[src/rtl/instr_loader_if.sv]
// Load-port bundle: byte stream into the loader and write bus out to instruction memory.
// master = loader side, slave = byte source / memory side.
interface instr_loader_if #(
  parameter int ADDR_W = 8,
  parameter int DATA_W = 16
);
  logic [DATA_W/2-1:0] byte_in;
  logic                byte_valid;
  logic                byte_ready;
  logic [DATA_W-1:0]   instruction_in;
  logic [ADDR_W-1:0]   instruction_add;
  logic                write_enable;

  modport master (
    input  byte_in, byte_valid,
    output byte_ready, instruction_in, instruction_add, write_enable
  );

  modport slave (
    output byte_in, byte_valid,
    input  byte_ready, instruction_in, instruction_add, write_enable
  );
endinterface

[src/rtl/instr_loader.sv]
// Packs a high-byte-first byte stream into instructions and writes them to
// consecutive instruction memory addresses, halting the CPU during the load.
module instr_loader #(
  parameter int ADDR_W = 8,
  parameter int DATA_W = 16
) (
  input  logic              clk,
  input  logic              reset,
  input  logic              start,
  input  logic [ADDR_W:0]   load_len,
  input  logic              abort,
  instr_loader_if.master    bus,
  output logic              cpu_halt,
  output logic              busy,
  output logic              done,
  output logic              aborted,
  output logic [ADDR_W:0]   words_written
);
  localparam int BYTE_W = DATA_W / 2;

  typedef enum logic [2:0] {
    ST_IDLE, ST_HI, ST_LO, ST_WRITE, ST_DONE, ST_ABORT
  } state_t;

  state_t              state_q, state_d;
  logic [ADDR_W:0]     len_q, len_d;
  logic [ADDR_W:0]     words_q, words_d;
  logic [ADDR_W-1:0]   addr_q, addr_d;
  logic [BYTE_W-1:0]   hi_q, hi_d;
  logic [DATA_W-1:0]   instr_q, instr_d;
  logic [ADDR_W-1:0]   add_q, add_d;
  logic                ready;
  logic                hs;

  assign ready = (state_q == ST_HI) || (state_q == ST_LO);
  assign hs    = bus.byte_valid && ready;

  always_comb begin
    state_d = state_q;
    len_d   = len_q;
    words_d = words_q;
    addr_d  = addr_q;
    hi_d    = hi_q;
    instr_d = instr_q;
    add_d   = add_q;
    case (state_q)
      ST_IDLE: begin
        if (start) begin
          len_d   = load_len;
          words_d = '0;
          addr_d  = '0;
          state_d = (load_len == '0) ? ST_DONE : ST_HI;
        end
      end
      ST_HI: begin
        if (abort) begin
          state_d = ST_ABORT;
        end else if (hs) begin
          hi_d    = bus.byte_in;
          state_d = ST_LO;
        end
      end
      ST_LO: begin
        // The bus registers only change as the strobe rises, so they hold between writes.
        if (abort) begin
          state_d = ST_ABORT;
        end else if (hs) begin
          instr_d = {hi_q, bus.byte_in};
          add_d   = addr_q;
          state_d = ST_WRITE;
        end
      end
      ST_WRITE: begin
        // The strobe is already out this cycle, so the word counts even if aborted.
        words_d = words_q + 1'b1;
        if (abort) begin
          state_d = ST_ABORT;
        end else if (words_q + 1'b1 == len_q) begin
          state_d = ST_DONE;
        end else begin
          addr_d  = addr_q + 1'b1;
          state_d = ST_HI;
        end
      end
      ST_DONE:  state_d = ST_IDLE;
      ST_ABORT: state_d = ST_IDLE;
      default:  state_d = ST_IDLE;
    endcase
  end

  always_ff @(posedge clk) begin
    if (reset) begin
      state_q <= ST_IDLE;
      len_q   <= '0;
      words_q <= '0;
      addr_q  <= '0;
      hi_q    <= '0;
      instr_q <= '0;
      add_q   <= '0;
    end else begin
      state_q <= state_d;
      len_q   <= len_d;
      words_q <= words_d;
      addr_q  <= addr_d;
      hi_q    <= hi_d;
      instr_q <= instr_d;
      add_q   <= add_d;
    end
  end

  assign bus.byte_ready      = ready;
  assign bus.write_enable    = (state_q == ST_WRITE);
  assign bus.instruction_in  = instr_q;
  assign bus.instruction_add = add_q;
  assign cpu_halt            = (state_q != ST_IDLE);
  assign busy                = (state_q != ST_IDLE);
  assign done                = (state_q == ST_DONE);
  assign aborted             = (state_q == ST_ABORT);
  assign words_written       = words_q;
endmodule

[src/flat_wrapper.sv]
// flat-port wrapper written by rule: the top's interface ports become plain ports
module instr_loader_flat 
#(
  parameter int ADDR_W = 8,
  parameter int DATA_W = 16
)
  (clk, reset, start, load_len, abort, cpu_halt, busy, done, aborted, words_written, bus_byte_in, bus_byte_valid, bus_byte_ready, bus_instruction_in, bus_instruction_add, bus_write_enable);
  instr_loader_if #(.ADDR_W(ADDR_W), .DATA_W(DATA_W)) bus_i ();
  input  logic clk;
  input  logic reset;
  input  logic start;
  input  logic [ADDR_W:0] load_len;
  input  logic abort;
  output logic cpu_halt;
  output logic busy;
  output logic done;
  output logic aborted;
  output logic [ADDR_W:0] words_written;
  input wire logic [$bits(bus_i.byte_in)-1:0] bus_byte_in;
  input wire logic [$bits(bus_i.byte_valid)-1:0] bus_byte_valid;
  output wire logic [$bits(bus_i.byte_ready)-1:0] bus_byte_ready;
  output wire logic [$bits(bus_i.instruction_in)-1:0] bus_instruction_in;
  output wire logic [$bits(bus_i.instruction_add)-1:0] bus_instruction_add;
  output wire logic [$bits(bus_i.write_enable)-1:0] bus_write_enable;
  assign bus_i.byte_in = bus_byte_in;
  assign bus_i.byte_valid = bus_byte_valid;
  assign bus_byte_ready = bus_i.byte_ready;
  assign bus_instruction_in = bus_i.instruction_in;
  assign bus_instruction_add = bus_i.instruction_add;
  assign bus_write_enable = bus_i.write_enable;
  instr_loader #(.ADDR_W(ADDR_W), .DATA_W(DATA_W)) u_core (.clk(clk), .reset(reset), .start(start), .load_len(load_len), .abort(abort), .bus(bus_i), .cpu_halt(cpu_halt), .busy(busy), .done(done), .aborted(aborted), .words_written(words_written));
endmodule
[config.mk]
export PLATFORM = sky130hd
export DESIGN_NAME = instr_loader_flat
export DESIGN_NICKNAME = d
export VERILOG_FILES = /design/src/rtl/instr_loader_if.sv /design/src/rtl/instr_loader.sv /design/src/flat_wrapper.sv
export SDC_FILE = /design/constraint.sdc
export NUM_CORES = 1
export LEC_CHECK = 0
export ABC_CLOCK_PERIOD_IN_PS = 2300
export CAP_MARGIN = 20
export CELL_PAD_IN_SITES_DETAIL_PLACEMENT = 0
export CELL_PAD_IN_SITES_GLOBAL_PLACEMENT = 2
export CORE_MARGIN = 3
export CORE_UTILIZATION = 29
export CTS_CLUSTER_SIZE = 20
export DETAILED_ROUTE_END_ITERATION = 7
export PLACE_DENSITY_LB_ADDON = 0.2
export SLEW_MARGIN = 30
export SYNTH_ARGS = -nofsm -noshare
export SYNTH_HDL_FRONTEND = slang
export SYNTH_SLANG_ARGS = --single-unit
[constraint.sdc]
create_clock -name clk -period 2.3 [get_ports clk]
set_input_delay 0.23 -clock clk [delete_from_list [all_inputs] [get_ports clk]]
set_output_delay 0.23 -clock clk [all_outputs]
set_load 0.02 [all_outputs]
==> flow_metrics.env <==
export IMPL_busiest_layer="met2"
export IMPL_cts_root_buffer="clkbuf_8"
export IMPL_critPathSlowestCell="clkdlybuf4s50_1"
export IMPL_timing_reg2reg_worst_path_depth=7
export IMPL_p_leak_uw=0.00146
export IMPL_final_nets=453
export IMPL_crit_chain="inv_1 -> nor2_1 -> and2_1 -> clkdlybuf4s50_1"
export IMPL_antenna_found_initial=0
export IMPL_timing_fmax_ghz=0.455
export IMPL_route_vias_total=2614
export IMPL_vdd_drop_max_uv=362
export IMPL_cts_sinks=61
export IMPL_grt_util_met2=0.225
export IMPL_drc=0
export IMPL_grt_pass1_vias=2557
export IMPL_tightest_slew_ns=0.633
export IMPL_hold_path_class="in -> reg"
export IMPL_hold_viol_final=0
export IMPL_clk_pin_slew_ns=0.07
export IMPL_cts_tree="yes"
export IMPL_reg2reg_slack_ns=0.20
export IMPL_cp_startpoint="u_core.state_q[0]"
export IMPL_startpoint_type="flop"
export IMPL_met1_usage=0.195
export IMPL_synth_warnings=0
export IMPL_grt_pass1_wl_microns=13100
export IMPL_chipHeight_microns=105
export IMPL_critPathCaptureType="output pin"
export IMPL_cp_depth=4
export IMPL_met3_usage=0.0574
export IMPL_post_drt_wl_per_cell_microns=13.9
export IMPL_die_area_sq_um=11000
export IMPL_slew_viol_final=0
export IMPL_crit_end="aborted"
export IMPL_holdWs_ns=0.399
export IMPL_period_share=0.955
export IMPL_synth_seq_area_share=0.432
export IMPL_start_util=0.302
export IMPL_core_area_sq_um=9370
export IMPL_ctsLongestPathBuffers=2
export IMPL_rsz0062_at_grt="false"
export IMPL_drive_gt1_frac=0.108
export IMPL_die_x_microns=105
export IMPL_maxCapViolCount=0
export IMPL_worstSetupPathType="reg -> out"
export IMPL_setup_viol=0
export IMPL_via_per_inst=4.64
export IMPL_syn_area_sq_um=2830
export IMPL_r2r_end="u_core.state_q[0]"
export IMPL_critPathBufInv=2
export IMPL_rows=35
export IMPL_async_flop_share=0
export IMPL_fin_skew_ns=0.00668
export IMPL_synth_ff_type="dfxtp_1"
export IMPL_crit_family="buffers and inverters"
export IMPL_ys_seq_elements=61
export IMPL_grt_max_degree=33
export IMPL_clkLatencyLatePin_ns=0.34
export IMPL_max_stage_delay_ns=0.59
export IMPL_period_minus_slack_ns=2.20
export IMPL_p_per_area_nw_per_um2=637
export IMPL_diodes=0
export IMPL_htreeDepth=3
export IMPL_post_cts_buffers=0
export IMPL_postRouteAntennaNets=0
export IMPL_finalSetupTns_ns=0
export IMPL_r2r_start="u_core.words_written[3]"
export IMPL_synth_edf_count=0
export IMPL_dp_hpwl_microns=5420
export IMPL_gp_congestion=0.755
export IMPL_cts_buffers=9
export IMPL_synth_avg_cell_area_sq_um=7.85
export IMPL_drtIter0Drc=109
export IMPL_final_common_cell="nand2_1"
export IMPL_overflow=0
export IMPL_final_cell_mix="93 x nand2_1, 59 x clkdlybuf4s50_1, 59 x dfxtp_1"
export IMPL_critPathArrivalTime_ns=1.97
export IMPL_critical_path_max_fanout=8
export IMPL_grt_usage=0.148
export IMPL_syn_inst=360
export IMPL_slew_headroom=0.578
export IMPL_status="finished clean"
export IMPL_fill_cells=1035
export IMPL_synthToLayoutAreaGrowth_pct=36.7
export IMPL_drt_total_wl_microns=7810
export IMPL_synth_fp_nets=384
export IMPL_required_ns=2.07
export IMPL_io_buffer_count=60
export IMPL_first_pass_iters=4
export IMPL_ios=61
export IMPL_synth_distinct_cells=43
export IMPL_power_uw=2460
## synthesized netlist by cell type (2+ instances only)
master / count / area (sq um)
clkbuf_1: 16 / 60.1
xnor2_1: 7 / 61.3
ha_1: 2 / 25.0
or3_1: 9 / 56.3
mux2i_1: 16 / 160
dfxtp_1: 61 / 1220
nor2_1: 29 / 109
nand2b_1: 2 / 12.5
and2_1: 3 / 18.8
nor3_1: 6 / 30.0
xor2_1: 3 / 26.3
nor3_2: 2 / 20.0
nand3b_1: 2 / 15.0
nand3_1: 9 / 45.0
inv_1: 5 / 18.8
and3_1: 5 / 31.3
o21ai_0: 5 / 25.0
buf_4: 3 / 22.5
nor2b_1: 2 / 12.5
nand4_1: 3 / 18.8
nor4_1: 4 / 25.0
nand2_1: 93 / 349
a21oi_1: 53 / 265
## final cells by class
class	count	area, sq um	share of cell area
flip-flops and latches	61	1220	0.317
inverters	6	22.5	0.00583
multi-input cells	274	1520	0.394
repair buffers	77	723	0.187
well taps	129	161	0.0417
clock inverters	7	90.1	0.0233
clock buffers	9	124	0.0320
## metrics by stage
stage / worst slack [ns] / cell area (sq um) / util / cells
after floorplan: 0.0911 / 2830 / - / 360
after global placement: 0.147 / 3630 / 0.387 / 547
after detailed placement: 0.0913 / 3630 / 0.387 / 547
after CTS: 0.0416 / 3840 / 0.410 / 563
after global routing: 0.0138 / 3870 / 0.413 / 563
final: 0.104 / 3870 / 0.413 / 563
## repair_timing
action,in CTS,in global routing
hold buffers,0,0
resized for setup,0,5
endpoints found under the setup margin,0,9
## worst reg2reg max path, delay by kind of cell (launching register included)
kind	cells	cell delay, ns
buf+inv	1	0.20
flops	1	0.51
compound gates	1	0.21
simple gates	4	0.75
mux	1	0.32
## kinds of logic (layout without fill, tap and decap cells)
kind of cell	after synthesis	in the layout	share of synthesized area
AND/OR/NAND/NOR	177	177	0.296
AO/OA/AOI/OAI	67	67	0.130
flip-flops	61	61	0.432
buffers and inverters	25	99	0.0372
multiplexers	18	18	0.0659
XOR/XNOR	10	10	0.0310
adder cells (fa/ha/maj)	2	2	0.00885
## power by group
group          switching, uW  total (uW)  internal [uW]
clock network            445        1050            604
logic                    167         310            142
registers               25.8        1110           1080
## registers in the layout (all words and copies together), names as in the netlist
register and flops:
u_core.len_q 9, u_core.hi_q 8, u_core.addr_q 8, u_core.state_q 3, u_core.words_written 9, u_core.bus.instruction_in 16
u_core.bus.instruction_add 8
## layer usage
metal | routed length (microns) | vias to the layer above | share of wire
met2 | 3520 | 45 | 0.45
met1 | 3790 | 1202 | 0.49
met3 | 415 | 7 | 0.053
li1 | - | 1360 | -
met4 | 85 | 0 | 0.011
met5 | 0 | - | 0
## worst min-delay path by stage
stage	cells past startpoint	start	to
after global placement	2	u_core.hi_q[4]	u_core.bus.instruction_in[12]
after detailed placement	2	u_core.hi_q[7]	u_core.bus.instruction_in[15]
after global routing	2	reset	u_core.words_written[3]
after floorplan	2	load_len[5]	u_core.len_q[5]
after CTS	2	reset	u_core.words_written[0]
final	2	reset	u_core.words_written[0]
Power figures use the tool's default switching activity.
